$ cat config.mk
export PLATFORM = sky130hd
export DESIGN_NAME = trig_ctrl
export DESIGN_NICKNAME = d
export VERILOG_FILES = /design/src/rtl/trig_ctrl_pkg.sv /design/src/rtl/trig_cnt.sv /design/src/rtl/trig_ctrl.sv
export SDC_FILE = /design/constraint.sdc
export NUM_CORES = 1
export LEC_CHECK = 0
export CORE_MARGIN = 8
export CORE_UTILIZATION = 45
export CTS_CLUSTER_SIZE = 16
export DETAILED_ROUTE_END_ITERATION = 8
export GPL_TIMING_DRIVEN = 1
export PLACE_DENSITY = 0.77
export SYNTH_ARGS = -nofsm -noshare
export SYNTH_HDL_FRONTEND = slang
export SYNTH_SLANG_ARGS = --single-unit
$ cat constraint.sdc
create_clock -name CLK -period 2.1 [get_ports CLK]
set_input_delay 0.315 -clock CLK [delete_from_list [all_inputs] [get_ports CLK]]
set_output_delay 0.315 -clock CLK [all_outputs]
set_load 0.01 [all_outputs]
$ cat src/rtl/trig_ctrl_pkg.sv
// trig_ctrl_pkg: shared types and constants for the trigger controller.
//   state_e      - run-sequencer states
//   CMD_*        - channel command field encoding for wCMD
//   N_CH_DEF / DEPTH_W_DEF - default channel count and sample-counter width
//   is_run()     - true for the states in which capture is active
package trig_ctrl_pkg;

  localparam int N_CH_DEF    = 8;
  localparam int DEPTH_W_DEF = 10;

  // Channel command: bit3 enables the channel, bits1:0 select the match kind.
  localparam logic [3:0] CMD_EN   = 4'b1000;
  localparam logic [1:0] CMD_LOW  = 2'b00;
  localparam logic [1:0] CMD_HIGH = 2'b11;
  localparam logic [1:0] CMD_POS  = 2'b01;
  localparam logic [1:0] CMD_NEG  = 2'b10;

  typedef enum logic [2:0] {
    ST_IDLE = 3'd0,
    ST_PRE  = 3'd1,
    ST_WAIT = 3'd2,
    ST_POST = 3'd3,
    ST_DONE = 3'd4
  } state_e;

  function automatic logic is_run(state_e s);
    return (s == ST_PRE) || (s == ST_WAIT) || (s == ST_POST);
  endfunction

endpackage

$ cat src/rtl/trig_cnt.sv
// trig_cnt: loadable down-counter with a zero flag, shared by the PRE and
// POST phases of the trigger controller.
//   CLK, RSTn - clock, async active-low reset
//   ld_i      - load val_i (has priority over dec_i)
//   dec_i     - decrement by one (saturates at zero)
//   val_i     - load value
//   zero_o    - counter is zero
module trig_cnt #(
  parameter int W = 10
) (
  input  logic         CLK,
  input  logic         RSTn,
  input  logic         ld_i,
  input  logic         dec_i,
  input  logic [W-1:0] val_i,
  output logic         zero_o
);

  localparam logic [W-1:0] ONE = W'(1);

  logic [W-1:0] cnt_q, cnt_d;

  always_comb begin
    cnt_d = cnt_q;
    if (ld_i)                     cnt_d = val_i;
    else if (dec_i && !zero_o)    cnt_d = cnt_q - ONE;
  end

  always_ff @(posedge CLK or negedge RSTn) begin
    if (!RSTn) cnt_q <= '0;
    else       cnt_q <= cnt_d;
  end

  assign zero_o = (cnt_q == '0);

endmodule

$ cat src/rtl/trig_ctrl.sv
// trig_ctrl: trigger/capture sequencer for a bank of trig channels.
//   Config side : cfg_wr/cfg_addr/cfg_data -> one-cycle wEN pulse + wCMD,
//                 cfg_clr -> one-cycle SetInit pulse (only in IDLE/DONE).
//   Run side    : arm starts IDLE->PRE->WAIT->POST->DONE; abort returns to IDLE.
//                 cap_en/cap_addr drive sample-memory writes, trig_addr marks
//                 the sample at which all ResTri bits matched.
//   Status      : EN (channels enabled), triggered, busy, done.
// All outputs come straight from flops; run-status flops are loaded from the
// next state so they line up with the state register.
module trig_ctrl
  import trig_ctrl_pkg::*;
#(
  parameter int N_CH    = N_CH_DEF,
  parameter int DEPTH_W = DEPTH_W_DEF
) (
  input  logic               CLK,
  input  logic               RSTn,
  input  logic               cfg_wr,
  input  logic [7:0]         cfg_addr,
  input  logic [3:0]         cfg_data,
  input  logic               cfg_clr,
  input  logic               arm,
  input  logic               abort,
  input  logic [DEPTH_W-1:0] pre_cnt,
  input  logic [DEPTH_W-1:0] post_cnt,
  input  logic [N_CH-1:0]    ResTri,
  output logic [3:0]         wCMD,
  output logic [N_CH-1:0]    wEN,
  output logic               SetInit,
  output logic               EN,
  output logic               cap_en,
  output logic [DEPTH_W-1:0] cap_addr,
  output logic [DEPTH_W-1:0] trig_addr,
  output logic               triggered,
  output logic               busy,
  output logic               done
);

  localparam logic [DEPTH_W-1:0] ONE = DEPTH_W'(1);

  state_e             state_q, state_d;
  logic               hit_q;
  logic [DEPTH_W-1:0] post_q;
  logic [3:0]         wcmd_q;
  logic [N_CH-1:0]    wen_q, wen_d;
  logic               setinit_q, en_q, cap_en_q, busy_q, done_q, trig_q;
  logic [DEPTH_W-1:0] cap_addr_q, trig_addr_q;

  logic               cfg_ok, do_arm, do_abort, take_hit;
  logic               cnt_ld, cnt_dec, cnt_zero;
  logic [DEPTH_W-1:0] cnt_val;

  assign cfg_ok = (state_q == ST_IDLE) || (state_q == ST_DONE);

  // Channel write decode: out-of-range addresses match no lane and are dropped.
  for (genvar g = 0; g < N_CH; g++) begin : g_wen
    assign wen_d[g] = cfg_ok & cfg_wr & (cfg_addr == 8'(g));
  end

  // The shared counter holds pre_cnt-1 during PRE and post_cnt-1 during POST,
  // so a phase ends on the cycle the counter reads zero.
  trig_cnt #(.W(DEPTH_W)) u_cnt (
    .CLK    (CLK),
    .RSTn   (RSTn),
    .ld_i   (cnt_ld),
    .dec_i  (cnt_dec),
    .val_i  (cnt_val),
    .zero_o (cnt_zero)
  );

  always_comb begin
    state_d  = state_q;
    do_arm   = 1'b0;
    do_abort = 1'b0;
    take_hit = 1'b0;
    cnt_ld   = 1'b0;
    cnt_dec  = 1'b0;
    cnt_val  = '0;
    case (state_q)
      ST_IDLE: do_arm = arm;
      ST_DONE: begin
        if (abort) do_abort = 1'b1;
        else       do_arm   = arm;
      end
      ST_PRE: begin
        if (abort)         do_abort = 1'b1;
        else if (cnt_zero) state_d  = ST_WAIT;
        else               cnt_dec  = 1'b1;
      end
      ST_WAIT: begin
        if (abort) do_abort = 1'b1;
        else if (hit_q) begin
          take_hit = 1'b1;
          if (post_q == '0) state_d = ST_DONE;
          else begin
            state_d = ST_POST;
            cnt_ld  = 1'b1;
            cnt_val = post_q - ONE;
          end
        end
      end
      ST_POST: begin
        if (abort)         do_abort = 1'b1;
        else if (cnt_zero) state_d  = ST_DONE;
        else               cnt_dec  = 1'b1;
      end
      default: state_d = ST_IDLE;
    endcase
    if (do_abort) state_d = ST_IDLE;
    if (do_arm) begin
      cnt_ld  = (pre_cnt != '0);
      cnt_val = pre_cnt - ONE;
      state_d = cnt_ld ? ST_PRE : ST_WAIT;
    end
  end

  always_ff @(posedge CLK or negedge RSTn) begin
    if (!RSTn) begin
      state_q     <= ST_IDLE;
      hit_q       <= 1'b0;
      post_q      <= '0;
      wcmd_q      <= '0;
      wen_q       <= '0;
      setinit_q   <= 1'b0;
      en_q        <= 1'b0;
      cap_en_q    <= 1'b0;
      busy_q      <= 1'b0;
      done_q      <= 1'b0;
      trig_q      <= 1'b0;
      cap_addr_q  <= '0;
      trig_addr_q <= '0;
    end else begin
      state_q   <= state_d;
      hit_q     <= (state_q == ST_WAIT) & (&ResTri);
      wen_q     <= wen_d;
      if (|wen_d) wcmd_q <= cfg_data;
      // A simultaneous channel write takes precedence over the clear.
      setinit_q <= cfg_ok & cfg_clr & ~cfg_wr;

      cap_en_q  <= is_run(state_d);
      busy_q    <= is_run(state_d);
      en_q      <= (state_d == ST_WAIT) || (state_d == ST_POST);
      done_q    <= (state_d == ST_DONE);

      if (do_arm) begin
        cap_addr_q <= '0;
        post_q     <= post_cnt;
      end else if (cap_en_q) begin
        cap_addr_q <= cap_addr_q + ONE;
      end

      // hit_q lags the matching sample by one cycle, hence the -1.
      if (take_hit) begin
        trig_addr_q <= cap_addr_q - ONE;
        trig_q      <= 1'b1;
      end else if (do_arm || do_abort) begin
        trig_q      <= 1'b0;
      end
    end
  end

  assign wCMD      = wcmd_q;
  assign wEN       = wen_q;
  assign SetInit   = setinit_q;
  assign EN        = en_q;
  assign cap_en    = cap_en_q;
  assign cap_addr  = cap_addr_q;
  assign trig_addr = trig_addr_q;
  assign triggered = trig_q;
  assign busy      = busy_q;
  assign done      = done_q;

endmodule

Word level (Yosys, flattened, before mapping)
Cells that the tools add are included.

word-level totals
  register bits after elaboration = 61
  latch bits = 0
  memory bits (writable) = 0
  bits in read-only memories = 0
  memories = 0

operators by class
  $add $sub $neg = 5
  multipliers = 0
  divide/modulo/power cells = 0
  magnitude comparators = 0
  equality and inequality tests = 15
  shift-type cells = 0
  multiplexer cells = 37
  bitwise logic cells = 13
  reduce and logical (&&, ||, !) cells = 20

operators by type and width
  kind                                                                   number
  10-bit 2-to-1 mux                                                      9
  10-bit by 1-bit subtractor with 10-bit output, second input constant   4
  8-bit by 3-bit equality test with 1-bit output, second input constant  4
  3-bit 2-to-1 mux                                                       9
  10-bit logical NOT                                                     2
  8-bit by 2-bit equality test with 1-bit output, second input constant  2
  1-bit 2-to-1 mux                                                       16
  1-bit AND                                                              12
  3-bit by 2-bit equality test with 1-bit output, second input constant  4
  3-bit one-hot mux with 4 select lines                                  1
  10-bit by 1-bit adder with 10-bit output, second input constant        1
  10-bit nonzero test                                                    1
  8-bit by 1-bit equality test with 1-bit output, second input constant  1
  8-bit logical NOT                                                      1
  8-bit AND reduction                                                    1
  8-bit OR reduction                                                     1
  3-bit by 1-bit equality test with 1-bit output, second input constant  2
  3-bit equality test, second input constant                             2
  2-bit nonzero test                                                     3
  1-bit logical OR                                                       5
  2-bit OR reduction                                                     2
  4-bit OR reduction                                                     1
  3-bit logical NOT                                                      1
  2-bit 2-to-1 mux                                                       1
  other kinds (4)                                                        4

Longest topological paths before layout
Gate-level depths: netlist of the first run.

  depth after elaboration = 10
  gate-level depth with buffers = 11
  depth with buffers taken out = 9

By module
From an unflattened synthesis of the first run, not the netlist that was laid out.

unflattened totals
  cell total of the unflattened synthesis = 334
  area, all modules = 3335.7 µm²

by module, submodules not included
  module     times used  cells an instance  area each (µm²)
  trig_ctrl  1           262                2686.3
  trig_cnt   1           72                 649.4

Worst setup path before layout of the first run
No wires, ideal clock.

  path kind = input to register
  from = in pre_cnt[0]
  to = reg u_cnt.cnt_q[9]
  arrival = 2.002 ns
  data required time = 1.948 ns
  slack = -0.054 ns
  stages on the path = 11
  cells stage by stage = inv_1 > ha_1 > or4b_4 > nor3b_2 > nand2b_1 > buf_4 > o21a_4 > buf_8 > clkinv_8 > a21oi_2 > a311oi_2

on the way
  cells in the longest elaborated chain, start to end = 3

RTL lines
  what                                                                                         RTL line                            text
  start: declaration                                                                           trig_ctrl.sv:24                     input logic [DEPTH_W-1:0] pre_cnt,
  10-bit by 1-bit subtractor with 10-bit output / 10-bit nonzero test (equally long branches)  trig_ctrl.sv:112, trig_ctrl.sv:111
  10-bit 2-to-1 mux / 1-bit 2-to-1 mux (equally long branches)                                 trig_ctrl.sv:110                    if (do_arm) begin
  10-bit 2-to-1 mux / 2-bit nonzero test (equally long branches)                               -
  end signal: assignment                                                                       trig_cnt.sv:31                      else cnt_q <= cnt_d;
  end: declaration                                                                             trig_cnt.sv:21                      logic [W-1:0] cnt_q, cnt_d;

Parallel ways exist; a longest one is shown, timed or not.
A chain may end at the register's enable or synchronous reset.

Worst setup path after layout of the first run
  from = reg post_q[3]
  to = reg u_cnt.cnt_q[9]

on the way
  cells in the longest elaborated chain, start to end = 7

RTL lines
  what                                                                                        RTL line                          text
  start: declaration                                                                          trig_ctrl.sv:43                   logic [DEPTH_W-1:0] post_q;
  start signal: assignment                                                                    trig_ctrl.sv:147                  post_q <= post_cnt;
  10-bit by 1-bit subtractor with 10-bit output / 10-bit logical NOT (equally long branches)  trig_ctrl.sv:98, trig_ctrl.sv:94
  10-bit 2-to-1 mux / 1-bit 2-to-1 mux (equally long branches)                                trig_ctrl.sv:94                   if (post_q == '0) state_d = ST_DONE;
  10-bit 2-to-1 mux / 1-bit 2-to-1 mux (equally long branches)                                trig_ctrl.sv:92                   else if (hit_q) begin
  10-bit 2-to-1 mux / 1-bit 2-to-1 mux (equally long branches)                                trig_ctrl.sv:91                   if (abort) do_abort = 1'b1;
  10-bit 2-to-1 mux / 1-bit 2-to-1 mux (equally long branches)                                trig_ctrl.sv:79                   case (state_q)
  10-bit 2-to-1 mux / 1-bit 2-to-1 mux (equally long branches)                                trig_ctrl.sv:110
  10-bit 2-to-1 mux / 2-bit nonzero test (equally long branches)                              -

Parallel ways exist; a longest one is shown, timed or not.

==> results.yml, run 1 <==
finish:
  area_growth_pct: 47.2
  multi_input_area_mm2: 0.00177
  drive_above_1_share_pct: 18.3
  antenna_cells: 0
  final-seq-area_mm2: 0.00153
  final_cells: 606
  final_nets: 557
  final_area_mm2: 0.00492
  nFillCells: 576
detailed_routing:
  routedWlPerCell_um: 15.2
  via_count: 3191
  drcViolationCount: 0
  totalWireLength_um: 9200
  ant_nets: 0
  drt_iter0_drc: 168
  first_pass_iters: 5
  vias_per_cell: 5.27
timing:
  worst_slew_pin_slew_ns: 0.513
  rsz0062_at_grt: "true"
  period_needed_ns: 2.03
  worst_slack_ns: 0.0733
  finClkSkew_ns: 0.00722
  relSlewSlack_pct: 65.8
  setup-violations-final: 0
  finalHoldViolCount: 0
  slew_violations: 0
  fmax_ghz: 0.493
  period_share_pct: 96.5
floorplan:
  ios: 84
  rows: 31
  dieWidth_um: 102
  die_y_um: 102
  core_mm2: 0.00721
  initial_core_util_pct: 46.3
  dieArea_mm2: 0.0104
power:
  power_density_mw_per_mm2: 1010
  ir_drop_uv: 542
  leakagePower_nw: 2.21
global_routing:
  grt_max_degree: 42
  grt_overflow_total: 0
  grt_pass1_vias: 3114
  antenna_found_initial: 0
  grt_pass1_wl_um: 14500
  grt.total_usage_pct: 17.5
setup_path:
  crit_path_max_incr_delay_ns: 0.57
  reg2reg_to: "u_cnt.cnt_q[9]$_DFFE_PN0P_"
  cp_cell_sequence: "or4_1, nor2_1, nand2_1, mux2_2, a221oi_2, a311oi_2"
  reg2reg_slack_ns: 0.07
  startpoint_type: "flip-flop"
  cp_num_buf_inv: 0
  cpLargestDelayFamily: "simple AND/OR/NAND/NOR gates"
  r2r_cells: 6
  required_ns: 2.30
  critPathCaptureType: "flip-flop"
  arrival_ns: 2.23
  crit_type: "reg2reg"
  regToRegStartpoint: "post_q[3]$_DFFE_PN0P_"
  critical_path.slowest_cell: "or4_1"
  crit_fanout: 5
placement:
  hpwlAfterDp_um: 7120
  dp_cells: 585
  io_buffers: 83
  place_area_mm2: 0.00461
  place.gp.congestion: 0.996
  pre_cts_ws_ns: -0.423
synth:
  yosysTopAreaCellShare_pct: 45.7
  syn-mean-instance-area_um2: 9.06
  synth_warnings: 0
  synth_fp_nets: 422
  synth-edff-count: 0
  async_flop_share_pct: 100
  yosysTopAreaCell: "dfrtp_1"
  synthesis.area_mm2: 0.00334
  yosysUniqueCellTypes: 55
  synth_flop_cell: "dfrtp_1"
  synthTopCellsByCount: "nand2_1, dfrtp_1, nor2_1, o21ai_0"
  ys_ff_latch: 61
  synth_cells: 369
  synth_area_leaders: "dfrtp_1, nand2_1, xnor2_1"
  yosysMostFrequentCell: "nand2_1"
  synth_seq_area_share_pct: 45.7
cts:
  clkTransAtPathRegs_ns: 0.07
  cts-root-buf: "clkbuf_8"
  clockBufferDepth: 2
  clk_latency_ns: 0.33
  cts_sinks: 61
  h-tree-depth: 3
  cts_tree: "yes"
  numCtsBuffers: 9
flow_run:
  maxCapViolCount: 0
run_status:
  outcome: "completed"
hold_path:
  hold_class: "in2async"
-- through the flow --
stage	hold slack [ns]	TNS, ns	power, mW	util (%)
global route	0.500	-0.106	5.29	68.2
global placement	0.311	-3.22	3.78	63.9
CTS	0.480	0	4.85	66.9
finish	0.480	0	4.96	68.2
floorplan	0.0194	0	2.98	-
detailed placement	0.315	-4.12	3.83	63.9
-- metal layers --
metal	GRT usage (%)	up-vias	part of all wire [%]
li1	-	1549	-
met1	19.9	1512	42
met2	30.7	108	50
met3	5.59	22	6.7
met4	4.74	0	2.2
met5	0	-	0
-- where the power goes --
part	total (mW)	switching [mW]	internal (mW)
Sequential	1.75	0.314	1.44
Clock	0.983	0.417	0.566
Combinational	2.23	1.13	1.09
-- layout make-up --
class	instances	area share, %
multi-input combinational	281	36.0
clock buffer	12	2.95
tap	99	2.52
inverter	13	1.25
sequential	61	31.0
timing repair buffer	138	25.6
clock inverter	2	0.712
-- cells by family after synthesis --
family                     count (synthesis)  share of synthesized area (%)
AOI/OAI and AO/OA                         66                           12.9
xor gates and xnor gates                  30                           7.86
adders and majority gates                  7                           2.62
buffers and inverters                     27                           4.23
DFF                                       61                           45.7
muxes                                      4                           1.24
and+or+nand+nor                          174                           25.5
-- what timing repair did --
| item | in CTS | in global routing |
|---|---|---|
| gates resized for setup | 4 | 12 |
| setup buffers | 3 | 3 |
| endpoints found under the hold margin | 20 | 0 |
| pin swaps | 3 | 3 |
| endpoints found under the setup margin | 5 | 7 |
| hold buffers | 1 | 0 |
| cloned | 0 | 0 |
-- registers in the layout, summed over array words and instances, names as in the netlist, 3 cells and up --
register and count:
cap_addr 10, post_q 10, state_q 3, trig_addr 10
u_cnt.cnt_q 10, wCMD 4, wEN 8
-- cell usage in the layout (no fill, tap or decap), drive strengths merged, types with 2 or more instances in the layout --
cell type / netlist / layout
a211oi: 3 / 3
a21oi: 20 / 20
a31oi: 2 / 2
and3: 6 / 6
buf: 7 / 55
clkbuf: 7 / 12
clkdlybuf4s50: 0 / 78
clkinv: 1 / 2
dfrtp: 61 / 61
dlygate4sd2: 0 / 2
dlymetal6s2s: 0 / 2
ha: 7 / 7
inv: 12 / 12
mux2i: 3 / 3
nand2: 71 / 71
nand2b: 6 / 6
nand3: 11 / 11
nand4: 4 / 4
nand4b: 2 / 2
nor2: 30 / 30
nor3: 15 / 15
nor3b: 5 / 5
nor4: 10 / 10
o21ai: 21 / 21
o221ai: 3 / 3
o22ai: 4 / 4
o31ai: 3 / 3
or3: 5 / 5
or3b: 2 / 2
xnor2: 17 / 17
xor2: 13 / 13
-- how the worst max path moves through the flow --
stage                                          start                    endpoint  slack, ns  cells past startpoint
after detailed placement                  pre_cnt[1]  u_cnt.cnt_q[9]$_DFFE_PN0P_      -0.42                      9
final                          post_q[3]$_DFFE_PN0P_  u_cnt.cnt_q[9]$_DFFE_PN0P_       0.07                      6
after global routing            state_q[2]$_DFF_PN0_  u_cnt.cnt_q[2]$_DFFE_PN0P_      -0.06                      7
after CTS                 u_cnt.cnt_q[3]$_DFFE_PN0P_        state_q[1]$_DFF_PN0_       0.02                      7
after global placement                    pre_cnt[1]  u_cnt.cnt_q[9]$_DFFE_PN0P_      -0.34                     10
after floorplan                           pre_cnt[1]  u_cnt.cnt_q[9]$_DFFE_PN0P_       0.02                     11
Note: power is estimated with default switching activity, not from simulation.
==> run 2, diff against run 1 <==
--- a/config.mk
+++ b/config.mk
@@ -11,6 +11,7 @@
 export DETAILED_ROUTE_END_ITERATION = 8
 export GPL_TIMING_DRIVEN = 1
 export PLACE_DENSITY = 0.77
+export SLEW_MARGIN = 20
 export SYNTH_ARGS = -nofsm -noshare
 export SYNTH_HDL_FRONTEND = slang
 export SYNTH_SLANG_ARGS = --single-unit
==> results of run 2 <==
Final layout, timing and power as in run 1 (identical DEF).
==> run 3, diff against run 2 <==
--- a/config.mk
+++ b/config.mk
@@ -6,11 +6,12 @@
 export NUM_CORES = 1
 export LEC_CHECK = 0
 export CORE_MARGIN = 8
-export CORE_UTILIZATION = 45
+export CORE_UTILIZATION = 46
+export CTS_BUF_LIST = sky130_fd_sc_hd__clkbuf_2 sky130_fd_sc_hd__clkbuf_4 sky130_fd_sc_hd__clkbuf_8
 export CTS_CLUSTER_SIZE = 16
 export DETAILED_ROUTE_END_ITERATION = 8
 export GPL_TIMING_DRIVEN = 1
-export PLACE_DENSITY = 0.77
+export PLACE_DENSITY = 0.79
 export SLEW_MARGIN = 20
 export SYNTH_ARGS = -nofsm -noshare
 export SYNTH_HDL_FRONTEND = slang
==> results.yml, run 3 (synthesized netlist as in run 1, its figures left out) <==
run_status:
  outcome: "completed"
hold_path:
  hold_class: "reg2reg"
global_routing:
  grt_pass1_wl_um: 15400
  grt.total_usage_pct: 18.8
  grt_overflow_total: 0
  antenna_found_initial: 0
  grt_pass1_vias: 3339
  grt_max_degree: 40
cts:
  cts_tree: "yes"
  clkTransAtPathRegs_ns: 0.07
  cts_sinks: 61
  clk_latency_ns: 0.34
  clockBufferDepth: 2
  numCtsBuffers: 9
  h-tree-depth: 3
  cts-root-buf: "clkbuf_8"
placement:
  io_buffers: 83
  place_area_mm2: 0.00461
  pre_cts_ws_ns: -0.428
  place.gp.congestion: 0.953
  hpwlAfterDp_um: 7250
  dp_cells: 585
finish:
  antenna_cells: 0
  final_cells: 605
  final_area_mm2: 0.00493
  final_util_pct: 69.1
  layout_commonest_cell: "clkdlybuf4s50_1"
  area_growth_pct: 47.6
  nFillCells: 572
  final_nets: 555
  drive_above_1_share_pct: 19.4
  mostFrequentLayoutCells: "clkdlybuf4s50_1, nand2_1, dfrtp_1"
setup_path:
  crit_fanout: 6
  r2r_cells: 6
  critPathCaptureType: "flip-flop"
  startpoint_type: "input port"
  required_ns: 2.31
  crit_type: "in2reg"
  regToRegStartpoint: "post_q[3]$_DFFE_PN0P_"
  reg2reg_to: "u_cnt.cnt_q[9]$_DFFE_PN0P_"
  arrival_ns: 2.25
  cp-endpoint: "u_cnt.cnt_q[9]$_DFFE_PN0P_"
  cp-startpoint: "pre_cnt[4]"
  reg2reg_slack_ns: 0.07
detailed_routing:
  drt_iter0_drc: 134
  routedWlPerCell_um: 15.3
  ant_nets: 0
  first_pass_iters: 4
  drcViolationCount: 0
  vias_per_cell: 5.29
  via_count: 3203
  totalWireLength_um: 9250
power:
  fin_total_pwr_mw: 5.08
  pwr-share-seq_pct: 34.3
  internal-power_mw: 3.16
  netSwitchingFraction_pct: 37.8
  combPwrFrac_pct: 44.9
  clkPwrFrac_pct: 20.8
  leakagePower_nw: 2.20
  ir_drop_uv: 569
  p_switching_mw: 1.92
  power_density_mw_per_mm2: 1030
floorplan:
  core_mm2: 0.00714
  dieArea_mm2: 0.0103
  ios: 84
  initial_core_util_pct: 46.8
  rows: 31
  die_y_um: 101
  dieWidth_um: 101
timing:
  worst_slack_ns: 0.0523
  finalHoldViolCount: 0
  tns_ns: 0
  period_needed_ns: 2.05
  fmax_ghz: 0.488
  period_share_pct: 97.5
  relSlewSlack_pct: 62.8
  worst_slew_pin_slew_ns: 0.558
  whs_ns: 0.481
  slew_violations: 0
  finClkSkew_ns: 0.0119
  setup-violations-final: 0
flow_run:
  maxCapViolCount: 0
==> run 3: cell count changes in the layout (fill, tap and decap cells not counted), sizes merged <==
cell           change
clkbuf             -1
clkdlybuf4s50      +1
clkinv             +1
dlymetal6s2s       -1
buf                -2
clkinvlp           +1
==> run 3: power groups by stage <==
| stage | combinational, mW | sequential [mW] | clock (mW) |
|---|---|---|---|
| 2_1_floorplan | 1.25 | 1.73 | 0 |
| 3_3_place_gp | 2.12 | 1.71 | 0 |
| 3_5_place_dp | 2.16 | 1.71 | 0 |
| 4_1_cts | 2.19 | 1.70 | 1.07 |
| 5_1_grt | 2.50 | 1.78 | 1.13 |
| 6_report | 2.28 | 1.74 | 1.06 |
==> run 3: how the worst min path moves through the flow <==
stage                                  start                  endpoint  slack [ns]  cells after the start
floorplan                               RSTn              EN$_DFF_PN0_        0.02                      0
CTS                 trig_addr[7]$_DFFE_PN0P_  trig_addr[7]$_DFFE_PN0P_        0.48                      2
global placement                        RSTn   cap_addr[6]$_DFFE_PN0P_        0.34                      1
detailed placement                      RSTn   cap_addr[6]$_DFFE_PN0P_        0.33                      1
global route        trig_addr[8]$_DFFE_PN0P_  trig_addr[8]$_DFFE_PN0P_        0.50                      2
finish              trig_addr[7]$_DFFE_PN0P_  trig_addr[7]$_DFFE_PN0P_        0.48                      2
==> run 3: final cells by class <==
type                            count  area [um^2]  area share (%)
Sequential cell                    61         1530            31.0
Clock buffer                       11          151            3.07
Timing Repair Buffer              136         1240            25.2
Tap cell                           99          124            2.51
Inverter                           13         61.3            1.24
Clock inverter                      4         47.5           0.964
Multi-Input combinational cell    281         1780            36.1
==> run 3: what timing repair did <==
action                     in CTS  in global routing
hold endpoints to repair       22                  0
buffers inserted                1                  3
pin swaps                       1                  7
setup endpoints to repair       7                  8
hold buffers                    1                  0
gates resized for setup         5                 13
==> run 3: critical path, stage by stage <==
cell and delay, ns:
clkdlybuf4s50_1 0.43, or4b_4 0.55, nor3b_4 0.28, nand2b_4 0.20, o21a_4 0.20, clkinv_8 0.08
a21oi_4 0.14, a311oi_2 0.05
==> run 3: layer usage <==
layer,wire length (um),track usage [%],vias to the layer above
met5,0,0,-
met4,189,7.67,0
met3,535,4.54,20
met2,4630,32.4,104
met1,3900,21.9,1532
li1,-,-,1547
